===== config.mk =====
export PLATFORM = sky130hd
export DESIGN_NAME = seq_counter_bank
export DESIGN_NICKNAME = d
export VERILOG_FILES = /design/src/rtl/seq_counter_bank.sv
export SDC_FILE = /design/constraint.sdc
export NUM_CORES = 1
export LEC_CHECK = 0
export ABC_CLOCK_PERIOD_IN_PS = 1700
export BUFFER_PORTS_ARGS = -buffer_cell sky130_fd_sc_hd__buf_2
export CORE_ASPECT_RATIO = 0.8
export CORE_UTILIZATION = 45
export CTS_BUF_LIST = sky130_fd_sc_hd__clkbuf_4
export CTS_CLUSTER_SIZE = 14
export DETAILED_ROUTE_END_ITERATION = 10
export PLACE_DENSITY = 0.82
export SLEW_MARGIN = 10
export SYNTH_ARGS = -nofsm -noshare
export SYNTH_HDL_FRONTEND = slang
export SYNTH_SLANG_ARGS = --single-unit

===== constraint.sdc =====
create_clock -name clk -period 1.7 [get_ports clk]
set_clock_uncertainty 0.15 [all_clocks]
set_input_delay 0.255 -clock clk [delete_from_list [all_inputs] [get_ports clk]]
set_output_delay 0.255 -clock clk [all_outputs]
set_load 0.05 [all_outputs]

===== src/rtl/seq_counter_bank.sv =====
// rtl/seq_counter_bank.sv - bank of independent load/step/direction counters with terminal-count pulses
//
// Purpose:
//   CHANNELS independent WIDTH-bit counters. Each channel can be cleared,
//   loaded (the load value is stepped once before it is registered), or
//   enabled to step up or down by STEP. Overflow and underflow either wrap
//   (SATURATE=0) or clamp at 0 / 2^WIDTH-1 (SATURATE=1). A registered
//   terminal-count pulse follows every step that overflowed or underflowed.
//
// Parameters:
//   WIDTH     bits per channel counter
//   CHANNELS  number of channels
//   STEP      step magnitude, 1 .. 2^WIDTH-1
//   SATURATE  0 = modular wrap, 1 = clamp at the limits
//
// Ports:
//   clk         in   rising-edge clock
//   reset       in   asynchronous, active-high reset
//   clr         in   [CHANNELS]        per-channel synchronous clear (highest priority)
//   load        in   [CHANNELS]        per-channel load strobe
//   count_in    in   [CHANNELS*WIDTH]  load values, channel i at [i*WIDTH +: WIDTH]
//   en          in   [CHANNELS]        per-channel count enable
//   dir         in   [CHANNELS]        0 = up, 1 = down
//   count_out   out  [CHANNELS*WIDTH]  registered counts, same packing as count_in
//   tc          out  [CHANNELS]        registered terminal-count pulse
//   ovf_sticky  out  [CHANNELS]        sticky overflow/underflow status
//   sticky_clr  in                     clears every ovf_sticky bit
//
// Optional feature:
//   SEQ_COUNTER_STICKY_OVF_EN - when defined, ovf_sticky[i] latches every
//   terminal-count event until sticky_clr or reset (a new event wins over
//   sticky_clr at the same edge; clr[i] leaves it alone). When undefined,
//   ovf_sticky is constant 0, sticky_clr is ignored and no sticky flops exist.

module seq_counter_bank #(
  parameter int WIDTH    = 3,
  parameter int CHANNELS = 4,
  parameter int STEP     = 1,
  parameter int SATURATE = 0
) (
  input  logic                      clk,
  input  logic                      reset,
  input  logic [CHANNELS-1:0]       clr,
  input  logic [CHANNELS-1:0]       load,
  input  logic [CHANNELS*WIDTH-1:0] count_in,
  input  logic [CHANNELS-1:0]       en,
  input  logic [CHANNELS-1:0]       dir,
  output logic [CHANNELS*WIDTH-1:0] count_out,
  output logic [CHANNELS-1:0]       tc,
  output logic [CHANNELS-1:0]       ovf_sticky,
  input  logic                      sticky_clr
);

  // Step in the counter width and in the one-bit-wider arithmetic width.
  localparam logic [WIDTH-1:0] STEP_N = WIDTH'(STEP);
  localparam logic [WIDTH:0]   STEP_W = (WIDTH+1)'(STEP);
  localparam logic [WIDTH-1:0] MAX_V  = {WIDTH{1'b1}};

  for (genvar g = 0; g < CHANNELS; g++) begin : g_ch
    logic [WIDTH-1:0] cnt_q;
    logic [WIDTH-1:0] cnt_d;
    logic             tc_q;
    logic             tc_d;

    logic [WIDTH-1:0] base;
    logic [WIDTH:0]   sum_up;
    logic [WIDTH-1:0] diff_dn;
    logic             ovf;
    logic             udf;
    logic             step_act;
    logic             evt;
    logic [WIDTH-1:0] stepped;

    always_comb begin
      // A load steps from the supplied value; an enable steps from the count.
      base     = load[g] ? count_in[g*WIDTH +: WIDTH] : cnt_q;
      step_act = load[g] | en[g];

      sum_up   = {1'b0, base} + STEP_W;
      diff_dn  = base - STEP_N;
      ovf      = sum_up[WIDTH];
      udf      = ({1'b0, base} < STEP_W);

      evt      = step_act & (dir[g] ? udf : ovf);

      stepped  = dir[g] ? diff_dn : sum_up[WIDTH-1:0];
      if ((SATURATE != 0) && evt) begin
        stepped = dir[g] ? '0 : MAX_V;
      end

      cnt_d = cnt_q;
      tc_d  = 1'b0;
      if (clr[g]) begin
        cnt_d = '0;
      end else if (step_act) begin
        cnt_d = stepped;
        tc_d  = evt;
      end
    end

    always_ff @(posedge clk or posedge reset) begin
      if (reset) begin
        cnt_q <= '0;
        tc_q  <= 1'b0;
      end else begin
        cnt_q <= cnt_d;
        tc_q  <= tc_d;
      end
    end

    assign count_out[g*WIDTH +: WIDTH] = cnt_q;
    assign tc[g]                       = tc_q;

`ifdef SEQ_COUNTER_STICKY_OVF_EN
    logic sticky_q;
    logic sticky_d;

    // Set dominates the global clear so an event coinciding with it is kept.
    assign sticky_d = tc_d | (sticky_q & ~sticky_clr);

    always_ff @(posedge clk or posedge reset) begin
      if (reset) begin
        sticky_q <= 1'b0;
      end else begin
        sticky_q <= sticky_d;
      end
    end

    assign ovf_sticky[g] = sticky_q;
`endif
  end

`ifndef SEQ_COUNTER_STICKY_OVF_EN
  logic unused_sticky_clr;
  assign unused_sticky_clr = sticky_clr;
  assign ovf_sticky        = '0;
`endif

endmodule


==> results of run 1 <==
-- state kept, by name, summed over array words and instances, names as in the netlist --
| register | count |
|---|---|
| g_ch.cnt_q | 12 |
| g_ch.tc_q | 4 |
-- path summary, 6_finish.rpt --
check / startpoint / endpoint / slack, ps / cells after the start
worst min-delay path: clr[2] / g_ch[2].cnt_q[2] / 10 / 2
worst max register to register: g_ch[0].cnt_q[1] / g_ch[0].cnt_q[2] / 100 / 6
worst max-delay path: g_ch[0].cnt_q[1] / g_ch[0].cnt_q[2] / 100 / 6
max in group asynchronous: reset / g_ch[2].cnt_q[1] / 540 / 3
min in group asynchronous: reset / g_ch[2].cnt_q[2] / 420 / 3
worst min register to register: g_ch[0].cnt_q[2] / g_ch[0].cnt_q[2] / 450 / 2
-- area by class of cell --
cell class,count,area share
clock buffer,3,0.0143
timing repair buffer,54,0.191
multi-input combinational,84,0.479
tap,36,0.0286
inverter,9,0.0215
sequential,16,0.263
clock inverter,1,0.00238
-- cell usage in the layout (no fill, tap or decap) --
| cell | count |
|---|---|
| buf_2 | 45 |
| nor2_1 | 16 |
| a211oi_1 | 12 |
| dfrtp_2 | 11 |
| mux2i_1 | 8 |
| xnor2_1 | 8 |
| inv_1 | 8 |
| mux2i_4 | 7 |
| ha_1 | 7 |
| buf_4 | 6 |
| dfrtp_1 | 5 |
| or2_2 | 4 |
| xor2_1 | 4 |
| nand4_1 | 4 |
| or4_1 | 4 |
| a211oi_2 | 4 |
| conb_1 | 4 |
| clkbuf_4 | 3 |
| dlygate4sd3_1 | 3 |
| mux2i_2 | 1 |
| inv_2 | 1 |
| ha_2 | 1 |
| clkinv_1 | 1 |
-- worst register-to-register path, cell delays in order (launching register included) --
cell	delay [ps]
dfrtp_2	440
mux2i_4	200
buf_4	150
ha_1	140
mux2i_1	90
xnor2_1	130
a211oi_1	210
-- routing by layer --
layer | up-vias | wire, um | track usage
met3 | 2 | 109 | 0.0405
met2 | 31 | 1470 | 0.398
li1 | 496 | - | -
met5 | - | 0 | 0
met1 | 493 | 1050 | 0.216
met4 | 0 | 17 | 0.0619
-- report_power, final --
part | internal [mW] | total [mW] | switching [mW] | leakage (nW)
Combinational | 0.195 | 0.524 | 0.329 | 0.564
Clock | 0.0854 | 0.206 | 0.121 | 0.0154
Sequential | 0.424 | 0.464 | 0.0401 | 0.195
-- through the flow --
| stage | hold WS (ps) | total power, mW | setup slack, ps |
|---|---|---|---|
| floorplan | 18.0 | 0.830 | 11.0 |
| global placement | 202 | 0.926 | -23.7 |
| detailed placement | 204 | 0.944 | -133 |
| CTS | 0.248 | 1.17 | 5.86 |
| global route | 3.34 | 1.27 | -18.6 |
| finish | 14.6 | 1.19 | 100 |
-- cells by family after synthesis --
kind of cell / synth area share
XOR/XNOR: 0.0891
AND/OR/NAND/NOR: 0.119
adder cells (fa/ha/maj): 0.0848
multiplexers: 0.139
other: 0.00318
AO/OA/AOI/OAI: 0.115
flip-flops: 0.339
buffers and inverters: 0.111
-- repair_timing --
action | 4_1_cts | 5_1_grt
endpoints found under the hold margin | 18 | 0
buffers inserted | 0 | 1
pin swaps | 0 | 3
gates resized for setup | 3 | 11
hold buffers | 3 | 0
setup endpoints to repair | 2 | 6
cloned | 0 | 0
==> impl_metrics.py, run 1 <==
metrics = {
    "timing": {
        "maxSlewViolCount": 0,
        "finalCritPeriodShare": 0.941,
        "rsz0062_at_grt": "true",
        "max_freq_mhz": 625,
        "slew_headroom": 0.592,
        "setup_tns_ps": 0,
        "hold_viol": 0,
        "setup_viol": 0,
        "tightest_slew_ps": 611,
        "min_period_ps": 1600,
    },
    "clock_tree": {
        "clock_latency_ps": 290,
        "cts_buffers": 3,
        "clkTransAtPathRegs_ps": 100,
        "htreeDepth": 1,
        "clock-sinks": 16,
        "cts_tree": "yes",
        "root_buffer": "clkbuf_4",
        "clockBufferDepth": 2,
    },
    "worst_setup_path": {
        "crit_buf_inv": 1,
        "path_class": "reg2reg",
        "cp_top_family": "flip-flops",
        "start_kind": "register",
        "end_kind": "register",
        "crit_path_max_fanout": 3,
        "crit_chain": "mux2i_4 > buf_4 > ha_1 > mux2i_1 > xnor2_1 > a211oi_1",
        "arrival_ps": 1640,
        "required_ps": 1740,
        "crit_path_top_delay_cell": "dfrtp_2",
        "max_stage_delay_ps": 440,
    },
    "flow_run": {
        "cap_violations": 0,
    },
    "global_routing": {
        "grt_pass1_wl_mm": 4.11,
        "antenna_found_initial": 0,
        "grt_usage": 0.199,
        "grt_pass1_vias": 979,
        "grt_max_degree": 17,
        "grt-ovfl-total": 0,
    },
    "pwr": {
        "p_per_area_nw_per_um2": 759,
        "p_leak_nw": 0.774,
        "ir_worst_vdd_v": 0.000526,
    },
    "route": {
        "drt-initial-drc-count": 26,
        "dr.pass1.iters": 4,
        "vias": 1022,
        "drc_errors": 0,
        "vias_per_cell": 5.03,
        "ant_nets": 0,
        "routed_wl_mm": 2.65,
        "post_drt_wl_per_cell_um": 13.1,
    },
    "place": {
        "hpwl_mm": 2.02,
        "placed_cell_area_um2": 1430,
        "port_buffers": 45,
        "dp_cells": 195,
        "place_congestion": 0.841,
    },
    "floorplan": {
        "die_x_um": 59.3,
        "core_region_area_um2": 2460,
        "fp.dieArea_um2": 2830,
        "ios": 51,
        "start_util": 0.479,
        "rows": 16,
        "die_y_um": 47.8,
    },
    "logic_synthesis": {
        "ys_top_cells_by_area": "dfrtp_1 (34%), mux2i_1 (13%), ha_1 (8.5%), a211oi_1 (8.3%), buf_4 (6.4%)",
        "syn_area_per_cell_um2": 10.0,
        "yosysTopAreaCellShare": 0.339,
        "synth_commonest_cells": "dfrtp_1 (16), nor2_1 (16), mux2i_1 (15)",
        "ys_seq_area_frac": 0.339,
        "ys_ff_latch": 16,
        "synth-edff-count": 0,
        "yosys_warnings": 0,
        "syn_inst": 118,
        "ys_types": 16,
        "ys.flop_type": "dfrtp_1",
        "syn_area_um2": 1180,
        "synth_largest_area_cell": "dfrtp_1",
        "synth-async-reset-ratio": 1.00,
    },
    "final_layout": {
        "syn_to_final_growth_pct": 33.4,
        "fin_area_um2": 1570,
        "nFillCells": 212,
        "seq_area_um2": 414,
        "final_core_util": 0.639,
        "nets": 207,
        "drive_above_1_share": 0.497,
        "multiInputGateArea_um2": 754,
        "num_antenna_cells": 0,
        "fin_cells": 203,
    },
    "run_status": {
        "status": "finished clean",
    },
    "hold_path": {
        "hp-class": "in2reg",
    },
}
No activity file was read; power rests on OpenSTA's default activity.
==> run 2: changes to the inputs <==
- ABC_CLOCK_PERIOD_IN_PS: 1700 -> 1350
- CORE_UTILIZATION: 45 -> 44
- CTS_CLUSTER_DIAMETER: unset -> 100
- PLACE_DENSITY: 0.82 -> 0.84
- RECOVER_POWER: unset -> 50
- clock period: 1.7 -> 1.35 ns (I/O delays scaled with it)
==> run 2 against run 1 <==
Against the previous run: the flow now finishes with violations (setup timing); clock power up 33%; hold slack better by 28 ps; via count rose by 14%; critical path depth unchanged; sequential power is 27% higher; global-route usage increased by 3.4 points; non-clock buffer count grew 26; utilization is 16 points higher; maximum frequency down 4.2%; flip-flop and latch count unchanged; highest routed layer unchanged.
==> impl_metrics.py, run 2 (synthesized netlist as in run 1, its figures left out) <==
metrics = {
    "run_status": {
        "status": "complete, but fails checks",
        "violations": "setup timing",
    },
    "final_layout": {
        "nFillCells": 152,
        "top_regs": "g_ch.cnt_q x12, g_ch.tc_q x4",
        "largest_reg_flops": 12,
        "syn_to_final_growth_pct": 69.1,
        "top_register": "g_ch.cnt_q",
        "drive_above_1_share": 0.622,
        "layout_commonest_cell": "buf_2",
        "final_cell_mix": "buf_2 (34), nor2_1 (16), buf_4 (15)",
        "nets": 233,
        "num_antenna_cells": 0,
        "final_core_util": 0.798,
    },
    "worst_setup_path": {
        "r2r-start": "g_ch[0].cnt_q[0]",
        "rr_worst_depth": 6,
        "r2r_end": "g_ch[0].cnt_q[2]",
        "arrival_ps": 1720,
        "start_kind": "register",
        "path_class": "reg2reg",
        "required_ps": 1400,
        "crit_path_max_fanout": 3,
        "r2r_slack_ps": -320,
        "end_kind": "register",
    },
    "clock_tree": {
        "clock-sinks": 16,
        "clock_latency_ps": 300,
        "cts_buffers": 3,
        "root_buffer": "clkbuf_4",
        "clkTransAtPathRegs_ps": 100,
        "clockBufferDepth": 2,
        "cts_tree": "yes",
        "htreeDepth": 1,
    },
    "flow_run": {
        "cap_violations": 0,
    },
    "floorplan": {
        "core_region_area_um2": 2500,
        "die_y_um": 48.3,
        "die_x_um": 59.9,
        "fp.dieArea_um2": 2890,
        "ios": 51,
        "rows": 16,
        "start_util": 0.472,
    },
    "route": {
        "dr.pass1.iters": 4,
        "drc_errors": 0,
        "vias": 1161,
        "vias_per_cell": 5.07,
        "routed_wl_mm": 3.25,
        "post_drt_wl_per_cell_um": 14.2,
        "ant_nets": 0,
        "drt-initial-drc-count": 28,
    },
    "pwr": {
        "ir_worst_vdd_v": 0.000633,
        "power_mw": 1.79,
        "p_leak_nw": 0.933,
        "p_per_area_nw_per_um2": 897,
    },
    "timing": {
        "finalCritPeriodShare": 1.24,
        "fin_ws_ps": -320,
        "hold_viol": 0,
        "setup_viol": 19,
        "max_freq_mhz": 599,
        "min_period_ps": 1670,
        "maxSlewViolCount": 0,
        "rsz0062_at_grt": "true",
    },
    "global_routing": {
        "grt_pass1_vias": 1181,
        "grt_pass1_wl_mm": 5.03,
        "grt_usage": 0.233,
        "grt_max_degree": 12,
        "grt-ovfl-total": 0,
        "antenna_found_initial": 0,
    },
    "hold_path": {
        "min-delay-start": "dir[2]",
        "min_to": "g_ch[2].tc_q",
        "hp-class": "in2reg",
        "hold_depth": 3,
    },
    "place": {
        "port_buffers": 45,
        "place_congestion": 0.880,
        "hpwl_mm": 2.23,
    },
}
-- run 2: changes by cell type in the layout (fill, tap and decap cells not counted), sizes merged --
cell         change
buf             +18
clkbuf           +3
dlygate4sd3      +5
-- run 2: worst max path at each step --
stage	from	end	depth (start not counted)
final	g_ch[0].cnt_q[0]	g_ch[0].cnt_q[2]	6
after global routing	g_ch[0].cnt_q[1]	g_ch[0].cnt_q[2]	6
after CTS	g_ch[2].cnt_q[1]	g_ch[2].cnt_q[2]	6
after detailed placement	load[2]	g_ch[2].cnt_q[2]	7
after global placement	load[0]	g_ch[0].cnt_q[2]	7
after floorplan	g_ch[3].cnt_q[0]	g_ch[3].cnt_q[2]	6
-- run 2: metal layers --
| layer | share of wire | vias to the layer above | GRT usage | wire (um) |
|---|---|---|---|---|
| met3 | 0.047 | 8 | 0.0722 | 152 |
| li1 | - | 552 | - | - |
| met2 | 0.53 | 38 | 0.391 | 1710 |
| met1 | 0.41 | 563 | 0.278 | 1340 |
| met4 | 0.015 | 0 | 0.0775 | 48 |
| met5 | 0 | - | 0 | 0 |
-- run 2: per-stage QoR --
| step | instances | setup TNS [ps] | hold slack (ps) | worst slack (ps) | area, um^2 |
|---|---|---|---|---|---|
| 6_report | 229 | -2530 | 43.0 | -320 | 2000 |
| 5_1_grt | 229 | -3570 | 24.8 | -392 | 2000 |
| 4_1_cts | 223 | -2050 | 33.2 | -231 | 1860 |
| 3_5_place_dp | 210 | -2840 | 53.5 | -331 | 1580 |
| 3_3_place_gp | 210 | -2070 | 55.0 | -251 | 1580 |
| 2_1_floorplan | 121 | -2940 | -34.6 | -278 | 1250 |
-- run 2: timing repair --
| action | 4_1_cts | 5_1_grt |
|---|---|---|
| setup endpoints to repair | 19 | 24 |
| buffers inserted | 1 | 8 |
| hold buffers | 8 | 0 |
| pin swaps | 1 | 10 |
| endpoints found under the hold margin | 26 | 0 |
| gates cloned | 0 | 0 |
| resized for setup | 38 | 22 |
-- run 2: final cells by class --
class,instances,area [um^2],share of cell area
inverter,9,33.8,0.0169
sequential,16,415,0.208
tap,36,45.0,0.0226
clock inverter,1,3.75,0.00188
clock buffer,3,22.5,0.0113
multi-input combinational,84,837,0.419
timing repair buffer,80,638,0.320
-- run 2: where the power goes --
part	switching, mW	total (mW)	internal, mW
clock network	0.166	0.274	0.108
registers	0.0534	0.588	0.534
logic	0.490	0.928	0.438
-- run 2: worst max-delay path, cell delays in order (launching register included) --
cell      delay, ps
dfrtp_2         440
mux2i_4         210
inv_1            70
ha_2            170
mux2i_2         180
xnor2_1         120
a211oi_1        230
